[src/rtl/avalon_pio_gen_pkg.sv]
// Shared definitions for the parametrised Avalon-MM PIO: register indices,
// edge-capture modes, bus widths and the ID word builder.
package avalon_pio_pkg;

  localparam int AVS_AW    = 3;
  localparam int AVS_DW    = 32;
  localparam int DEB_CNT_W = 16;

  typedef enum logic [AVS_AW-1:0] {
    ADDR_DATA      = 3'd0,
    ADDR_OUT       = 3'd1,
    ADDR_OUT_SET   = 3'd2,
    ADDR_OUT_CLR   = 3'd3,
    ADDR_EDGE_CAP  = 3'd4,
    ADDR_IRQ_MASK  = 3'd5,
    ADDR_EDGE_MODE = 3'd6,
    ADDR_ID        = 3'd7
  } pio_addr_e;

  localparam logic [1:0] EM_RISE = 2'd0;
  localparam logic [1:0] EM_FALL = 2'd1;
  localparam logic [1:0] EM_BOTH = 2'd2;

  // Lets software discover the bank widths of a given instance.
  function automatic logic [AVS_DW-1:0] pio_id(input int in_w, input int out_w);
    logic [7:0] iw;
    logic [7:0] ow;
    iw = 8'(in_w);
    ow = 8'(out_w);
    return {16'h0000, ow, iw};
  endfunction

endpackage

[src/rtl/avalon_pio_gen_if.sv]
// Avalon-MM slave bus bundle for the PIO: word address, strobes, data.
interface avalon_pio_gen_if
  import avalon_pio_pkg::*;
  ();

  logic [AVS_AW-1:0] avs_address;
  logic              avs_read;
  logic              avs_write;
  logic [AVS_DW-1:0] avs_writedata;
  logic [AVS_DW-1:0] avs_readdata;

  modport slave (
    input  avs_address, avs_read, avs_write, avs_writedata,
    output avs_readdata
  );

  modport master (
    output avs_address, avs_read, avs_write, avs_writedata,
    input  avs_readdata
  );

endinterface

[src/rtl/avalon_pio_gen_debounce.sv]
// One input bit: two-flop synchroniser followed by a counting debouncer that
// only accepts a new level after it has held for DEB_CNT consecutive cycles.
module pio_debounce
  import avalon_pio_pkg::*;
#(
  parameter int DEB_CNT = 50000
) (
  input  logic clk,
  input  logic reset,
  input  logic in_i,
  output logic stable_o
);

  localparam logic [DEB_CNT_W-1:0] CNT_LAST = DEB_CNT_W'(DEB_CNT - 1);

  logic                 sync1_q;
  logic                 sync2_q;
  logic                 stable_q;
  logic                 stable_d;
  logic [DEB_CNT_W-1:0] cnt_q;
  logic [DEB_CNT_W-1:0] cnt_d;

  // Any return to the stable level restarts the window, so short glitches vanish.
  always_comb begin
    stable_d = stable_q;
    cnt_d    = '0;
    if (sync2_q != stable_q) begin
      if (cnt_q == CNT_LAST) begin
        stable_d = sync2_q;
      end else begin
        cnt_d = cnt_q + 1'b1;
      end
    end
  end

  always_ff @(posedge clk or posedge reset) begin
    if (reset) begin
      sync1_q  <= 1'b0;
      sync2_q  <= 1'b0;
      stable_q <= 1'b0;
      cnt_q    <= '0;
    end else begin
      sync1_q  <= in_i;
      sync2_q  <= sync1_q;
      stable_q <= stable_d;
      cnt_q    <= cnt_d;
    end
  end

  assign stable_o = stable_q;

endmodule

[src/rtl/avalon_pio_gen.sv]
// Avalon-MM PIO: debounced input bank with edge capture and maskable irq,
// plus an output bank with atomic set/clear.
module avalon_pio_gen
  import avalon_pio_pkg::*;
#(
  parameter int               IN_W      = 10,
  parameter int               OUT_W     = 32,
  parameter int               DEB_CNT   = 50000,
  parameter logic [OUT_W-1:0] OUT_RESET = '0
) (
  input  logic              clk,
  input  logic              reset,
  avalon_pio_gen_if.slave   avs,
  input  logic [IN_W-1:0]   in_port,
  output logic [OUT_W-1:0]  out_port,
  output logic              irq
);

  logic [IN_W-1:0]   stable;
  logic [IN_W-1:0]   prev_q;
  logic [IN_W-1:0]   rise;
  logic [IN_W-1:0]   fall;
  logic [IN_W-1:0]   edge_new;
  logic [IN_W-1:0]   w1c;
  logic [IN_W-1:0]   edge_cap_q, edge_cap_d;
  logic [IN_W-1:0]   irq_mask_q, irq_mask_d;
  logic [1:0]        edge_mode_q, edge_mode_d;
  logic [OUT_W-1:0]  out_q, out_d;
  logic              irq_q, irq_d;
  logic [AVS_DW-1:0] rdata;
  logic [AVS_DW-1:0] readdata_q, readdata_d;

  generate
    for (genvar gi = 0; gi < IN_W; gi++) begin : g_deb
      pio_debounce #(.DEB_CNT(DEB_CNT)) u_deb (
        .clk      (clk),
        .reset    (reset),
        .in_i     (in_port[gi]),
        .stable_o (stable[gi])
      );
    end
  endgenerate

  always_comb begin
    rise = stable & ~prev_q;
    fall = ~stable & prev_q;
    case (edge_mode_q)
      EM_RISE: edge_new = rise;
      EM_FALL: edge_new = fall;
      default: edge_new = rise | fall;
    endcase
  end

  always_comb begin
    out_d       = out_q;
    irq_mask_d  = irq_mask_q;
    edge_mode_d = edge_mode_q;
    w1c         = '0;
    if (avs.avs_write) begin
      case (avs.avs_address)
        ADDR_OUT:       out_d       = avs.avs_writedata[OUT_W-1:0];
        ADDR_OUT_SET:   out_d       = out_q | avs.avs_writedata[OUT_W-1:0];
        ADDR_OUT_CLR:   out_d       = out_q & ~avs.avs_writedata[OUT_W-1:0];
        ADDR_EDGE_CAP:  w1c         = avs.avs_writedata[IN_W-1:0];
        ADDR_IRQ_MASK:  irq_mask_d  = avs.avs_writedata[IN_W-1:0];
        ADDR_EDGE_MODE: edge_mode_d = avs.avs_writedata[1:0];
        default: ;
      endcase
    end
    // A fresh edge beats a simultaneous clear so no event is ever lost.
    edge_cap_d = (edge_cap_q & ~w1c) | edge_new;
    irq_d      = |(edge_cap_q & irq_mask_q);
  end

  // Read mux sees pre-write state, so a same-cycle read returns the old value.
  always_comb begin
    rdata = '0;
    case (avs.avs_address)
      ADDR_DATA:      rdata = AVS_DW'(stable);
      ADDR_OUT:       rdata = AVS_DW'(out_q);
      ADDR_EDGE_CAP:  rdata = AVS_DW'(edge_cap_q);
      ADDR_IRQ_MASK:  rdata = AVS_DW'(irq_mask_q);
      ADDR_EDGE_MODE: rdata = AVS_DW'(edge_mode_q);
      ADDR_ID:        rdata = pio_id(IN_W, OUT_W);
      default:        rdata = '0;
    endcase
    readdata_d = avs.avs_read ? rdata : readdata_q;
  end

  always_ff @(posedge clk or posedge reset) begin
    if (reset) begin
      out_q       <= OUT_RESET;
      prev_q      <= '0;
      edge_cap_q  <= '0;
      irq_mask_q  <= '0;
      edge_mode_q <= EM_RISE;
      irq_q       <= 1'b0;
      readdata_q  <= '0;
    end else begin
      out_q       <= out_d;
      prev_q      <= stable;
      edge_cap_q  <= edge_cap_d;
      irq_mask_q  <= irq_mask_d;
      edge_mode_q <= edge_mode_d;
      irq_q       <= irq_d;
      readdata_q  <= readdata_d;
    end
  end

  assign out_port         = out_q;
  assign irq              = irq_q;
  assign avs.avs_readdata = readdata_q;

endmodule

[src/flat_wrapper.sv]
// flat-port wrapper written by rule: the top's interface ports become plain ports
module avalon_pio_gen_flat import avalon_pio_pkg::*;
#(
  parameter int               IN_W      = 10,
  parameter int               OUT_W     = 32,
  parameter int               DEB_CNT   = 50000,
  parameter logic [OUT_W-1:0] OUT_RESET = '0
)
  (clk, reset, in_port, out_port, irq, avs_avs_address, avs_avs_read, avs_avs_write, avs_avs_writedata, avs_avs_readdata);
  avalon_pio_gen_if avs_i ();
  input  logic clk;
  input  logic reset;
  input  logic [IN_W-1:0] in_port;
  output logic [OUT_W-1:0] out_port;
  output logic irq;
  input wire logic [$bits(avs_i.avs_address)-1:0] avs_avs_address;
  input wire logic [$bits(avs_i.avs_read)-1:0] avs_avs_read;
  input wire logic [$bits(avs_i.avs_write)-1:0] avs_avs_write;
  input wire logic [$bits(avs_i.avs_writedata)-1:0] avs_avs_writedata;
  output wire logic [$bits(avs_i.avs_readdata)-1:0] avs_avs_readdata;
  assign avs_i.avs_address = avs_avs_address;
  assign avs_i.avs_read = avs_avs_read;
  assign avs_i.avs_write = avs_avs_write;
  assign avs_i.avs_writedata = avs_avs_writedata;
  assign avs_avs_readdata = avs_i.avs_readdata;
  avalon_pio_gen #(.IN_W(IN_W), .OUT_W(OUT_W), .DEB_CNT(DEB_CNT), .OUT_RESET(OUT_RESET)) u_core (.clk(clk), .reset(reset), .avs(avs_i), .in_port(in_port), .out_port(out_port), .irq(irq));
endmodule
[config.mk]
export PLATFORM = sky130hd
export DESIGN_NAME = avalon_pio_gen_flat
export DESIGN_NICKNAME = d
export VERILOG_FILES = /design/src/rtl/avalon_pio_gen_pkg.sv /design/src/rtl/avalon_pio_gen_if.sv /design/src/rtl/avalon_pio_gen_debounce.sv /design/src/rtl/avalon_pio_gen.sv /design/src/flat_wrapper.sv
export SDC_FILE = /design/constraint.sdc
export NUM_CORES = 1
export LEC_CHECK = 0
export BUFFER_PORTS_ARGS = -buffer_cell sky130_fd_sc_hd__buf_2
export CAP_MARGIN = 25
export CORE_UTILIZATION = 23
export CTS_CLUSTER_SIZE = 8
export DETAILED_ROUTE_END_ITERATION = 8
export GPL_ROUTABILITY_DRIVEN = 0
export PLACE_DENSITY = 0.43
export REMOVE_ABC_BUFFERS = 1
export SLEW_MARGIN = 15
export SYNTH_ARGS = -nofsm -noshare
export SYNTH_HDL_FRONTEND = slang
export SYNTH_SLANG_ARGS = --single-unit
export TNS_END_PERCENT = 20
[constraint.sdc]
create_clock -name clk -period 26.7 [get_ports clk]
set_input_delay 4.005 -clock clk [delete_from_list [all_inputs] [get_ports clk]]
set_output_delay 4.005 -clock clk [all_outputs]
set_load 0.005 [all_outputs]
## Yosys cells after proc, flatten, opt, wreduce, memory -nomap -nowiden

Index checks and enable logic that the tools add are counted.

- Magnitude comparators: 0
- Reduce and logical (&&, ||, !) cells: 17
- Divide/modulo/power cells: 0
- Add/subtract/negate cells: 10
- Muxes and demuxes: 25
- Eq/ne operators: 28
- Bitwise gates (word level): 12
- Multipliers: 0
- Shift-type cells: 0

Operator list:

| kind | count |
|---|---|
| two-way mux 16 bit | 20 |
| one-hot mux 32 bit (6 select lines) | 1 |
| adder 16 x 1 -> 16 bit, second input constant | 10 |
| == test 16 bit, second input constant | 10 |
| one-hot mux 32 bit (3 select lines) | 1 |
| bitwise AND 10 bit | 4 |
| bitwise AND 32 bit | 1 |
| inverter 32 bit | 1 |
| bitwise OR 32 bit | 1 |
| inverter 10 bit | 3 |
| AND reduction 2 bit | 13 |
| two-way mux 10 bit | 2 |
| bitwise OR 10 bit | 2 |
| one-hot mux 10 bit (2 select lines) | 1 |
| == test 3 bit, second input constant | 4 |
| inequality test 1 bit | 10 |
| OR reduction 10 bit | 1 |
| == test 3 x 2 -> 1 bit, second input constant | 2 |
| == test 3 x 1 -> 1 bit, second input constant | 1 |
| logical NOT 3 bit | 1 |
| nonzero test 3 bit | 1 |
| == test 2 x 1 -> 1 bit, second input constant | 1 |
| logical NOT 2 bit | 1 |

- Output and inout bits: 65
- Register bits: 287
- Memories kept: 0
- Bits in read-only memories: 0
- Logic and storage cells: 139
- Input bits: 49
- Bits in latches: 0
- Memory bits (writable): 0

## Logic depth before layout (Yosys ltp)

- Depth after elaboration: 6
- Depth in mapped cells: 6
- Gate-level depth less buffers: 6

## Modules after synthesis

A second synthesis with hierarchy kept.

- Cells, all modules: 1250
- Area total of the unflattened synthesis: 14471.4 sq um

By module, submodules not included:

| module | cells an instance | times used | area an instance (sq um) |
|---|---|---|---|
| pio_debounce | 84 | 10 | 963.4 |
| avalon_pio_gen | 410 | 1 | 4837.1 |

## Worst setup path before layout

OpenSTA, ideal clock, no wires.

- Kind: in2reg
- Start: input avs_avs_address[2]
- End: register u_core.irq_mask_q[0]
- Setup slack: 21589 ps
- Data arrival time: 4986 ps
- Stages: 4
- Setup time: 125 ps
- Required time: 26575 ps
- Path through: clkbuf_1 -> nand4b_1 -> clkbuf_1 -> mux2_2

- Word-level cells in the longest chain between the ends: 2

RTL lines:

| element | line | RTL |
|---|---|---|
| from (decl) | flat_wrapper.sv:16 | `input wire logic [$bits(avs_i.avs_address)-1:0] avs_avs_address;` |
| == test 3 bit | avalon_pio_gen.sv:60 | `case (avs.avs_address)` |
| AND reduction 2 bit (no line) | - |  |
| to (signal assigned) | avalon_pio_gen.sv:103 | `irq_mask_q <= irq_mask_d;` |
| to (decl) | avalon_pio_gen.sv:26 | `logic [IN_W-1:0] irq_mask_q, irq_mask_d;` |

No other way between the ends.
A chain may end at the register's enable or synchronous reset.

## Final worst setup path

- Start: input avs_avs_address[0]
- End: register u_core.out_q[23] (netlist: u_core.out_port[23])

- Word-level cells in the longest chain between the ends: 3
- Elaborated cells between the ends (all ways): 6
- Classes of those cells: eq/ne: 3; mux: 1; reduce/logical: 2

RTL lines:

| element | line | RTL |
|---|---|---|
| == test 3 x 2 -> 1 bit / == test 3 x 1 -> 1 bit (equally long branches) | avalon_pio_gen.sv:60 |  |
| nonzero test 3 bit (no line) | - |  |
| AND reduction 2 bit (no line) | - |  |
| to (signal assigned) | avalon_pio_gen.sv:100 | `out_q <= out_d;` |
| to (decl) | avalon_pio_gen.sv:28 | `logic [OUT_W-1:0] out_q, out_d;` |

Parallel ways exist; a longest one is shown, timed or not.

==> impl_metrics.json <==
{
  "synth-edff-count": 0,
  "cts_buffer_depth": 3,
  "grt_max_degree": 155,
  "synthCells": 1273,
  "grt_usage_pct": 11.3,
  "ant_nets": 0,
  "synth_area_leaders": "dfrtp_1 53%, xnor2_1 8.0%, nor2_1 5.6%",
  "hold_viol_final": 0,
  "drv_cap": 0,
  "cp_data_arrival_time_ns": 6.14,
  "cts_sinks": 287,
  "clock_latency_ns": 0.55,
  "peakVddDrop_mv": 0.0353,
  "slew_headroom_pct": 35.2,
  "yosysTopAreaCellShare_pct": 53.4,
  "wirelength_um": 33000,
  "vias_per_cell": 4.37,
  "ys.warnings.count": 0,
  "core_um2": 57800,
  "p_per_area_nw_per_um2": 65.1,
  "leakage_nw": 6.71,
  "yosysTopAreaCell": "dfrtp_1",
  "rsz0062_at_grt": "no",
  "drive_above_1_share_pct": 15.5,
  "htreeDepth": 2,
  "die_x_um": 244,
  "start_kind": "input port",
  "layout.nets": 1478,
  "setup_slack_ns": 21.05,
  "multiInputGateArea_um2": 5720,
  "final_cells": 2170,
  "synth_cell_types": 52,
  "max_freq_mhz": 177,
  "drv_slew": 0,
  "placementRows": 88,
  "post_cts_buffers": 0,
  "cp_data_required_time_ns": 27.18,
  "dpl.cell_count": 2118,
  "ys.flop_type": "dfrtp_1",
  "fin_crit_sh_pct": 21.2,
  "syn_area_um2": 13500,
  "post_cts_resized": 0,
  "hold_path.class": "flop to flop",
  "worst_slew_pin_slew_ns": 0.969,
  "wl_per_cell_um": 15.2,
  "syn-mean-instance-area_um2": 10.6,
  "seq_area_um2": 7180,
  "status": "finished clean",
  "antenna_found_initial": 7,
  "fillers": 6061,
  "gr-total-overflow": 0,
  "place_ws_ns": 20.30,
  "finalClockSkew_ns": 0.0188,
  "numPortBuffers": 113,
  "critPathMaxFanout": 33,
  "drcViolationCount": 0,
  "fin_setup_tns_ns": 0,
  "vias": 9486,
  "synthArstFlopShare_pct": 100,
  "ys_ff_latch": 287,
  "cts_made_buffers": 42,
  "cts_tree": "yes",
  "start_util_pct": 23.3,
  "cts.clk_slew.worst_paths_ns": 0.05,
  "first_pass_iters": 5,
  "dp_hpwl_um": 21600,
  "die_h_um": 244,
  "cp-end-kind": "flop",
  "finalCriticalPeriod_ns": 5.65,
  "clockRootBuffer": "clkbuf_16",
  "dieArea_um2": 59500,
  "setup_violations": 0,
  "utilization_pct": 27.7,
  "hold_buffers": 0,
  "drtIter0Drc": 515,
  "area.growth.synth_to_final_pct": 19.1,
  "grt_pass1_wl_um": 54100,
  "grt_pass1_vias": 9661,
  "ios": 114,
  "synth-seq-area-share_pct": 53.4,
  "critPathKind": "input port to flop"
}
## worst max-delay path, cell delays in order
cell      delay (ns)
buf_2           0.43
nor2_1          0.17
nor3b_4         0.20
buf_4           0.35
a21boi_4        0.56
buf_16          0.23
a22o_1          0.16
## power by group
part / internal [mW] / switching [mW] / total, mW
logic: 0.0367 / 0.0440 / 0.0807
registers: 0.459 / 0.0268 / 0.485
clock network: 0.292 / 0.185 / 0.478
total: 0.787 / 0.256 / 1.04
## logic make-up after synthesis
kind of cell	synth area share, %
adder cells (fa/ha/maj)	2.79
buffers and inverters	4.27
AO/OA/AOI/OAI	9.01
multiplexers	3.32
XOR/XNOR	9.70
flip-flops	53.4
AND/OR/NAND/NOR	17.6
## synthesized netlist by cell type, types with 15 or more instances
master      n
nor4_1     53
mux2_2     23
nand3_1    53
a22o_1     33
inv_1      96
o21ai_0    54
nor3_1     32
nor2_1    202
xor2_1     26
ha_1       30
a21oi_1    15
xnor2_1   123
clkbuf_1   19
nand4_1    33
dfrtp_1   287
nand2_1    69
## registers in the layout, indices dropped and copies added (netlist names)
signal and count:
u_core.g_deb.u_deb.stable_o 10, u_core.g_deb.u_deb.cnt_q 160, u_core.irq_mask_q 10, u_core.irq 1, u_core.g_deb.u_deb.sync2_q 10, u_core.edge_cap_q 10
u_core.avs.avs_readdata 32, u_core.out_port 32, u_core.prev_q 10, u_core.g_deb.u_deb.sync1_q 10, u_core.edge_mode_q 2
## layout by cell type, fill, tap and decap left out, types with 15 or more instances in the layout
master,n
xor2_1,26
nand4_1,33
nor3_1,32
nand2_1,69
ha_1,30
mux2_2,23
dfrtp_1,287
o21ai_0,54
inv_1,95
nor4_1,53
xnor2_1,123
nor2_1,202
a21oi_1,15
clkbuf_16,43
buf_2,113
nand3_1,53
a22o_1,33
## cell type report
class	count	area share (%)
repair buffers	119	4.18
multi-input cells	853	35.7
well taps	765	5.97
clock inverters	3	0.273
flip-flops and latches	287	44.8
inverters	96	2.30
diodes	2	0.0312
clock buffers	45	6.76
## per-stage QoR
step	power [mW]	area [µm²]	hold WS, ns
floorplan	0.528	13200	0.331
global placement	0.573	14800	0.336
detailed placement	0.574	14800	0.335
CTS	1.07	16000	0.346
global route	1.10	16000	0.347
finish	1.04	16000	0.344
## routing by layer
metal,vias up,global-route usage (%),wire length [µm]
li1,4603,-,-
met1,4660,15.5,15900
met2,153,16.7,14200
met3,64,3.15,1850
met4,6,4.39,982
met5,-,0,41
## worst paths after layout
check / slack, ns / to / startpoint / cells past startpoint
max: 21.05 / u_core.out_port[23] / avs_avs_address[0] / 7
min: 0.34 / u_core.g_deb[2].u_deb.sync2_q / u_core.g_deb[2].u_deb.sync1_q / 0
max reg2reg: 24.52 / u_core.g_deb[0].u_deb.cnt_q[15] / u_core.g_deb[0].u_deb.cnt_q[0] / 4
min reg2reg: 0.34 / u_core.g_deb[2].u_deb.sync2_q / u_core.g_deb[2].u_deb.sync1_q / 0
max in group asynchronous: 21.67 / u_core.g_deb[5].u_deb.cnt_q[12] / reset / 4
min in group asynchronous: 3.45 / u_core.g_deb[6].u_deb.sync1_q / reset / 2
No activity file was read; power rests on OpenSTA's default activity.
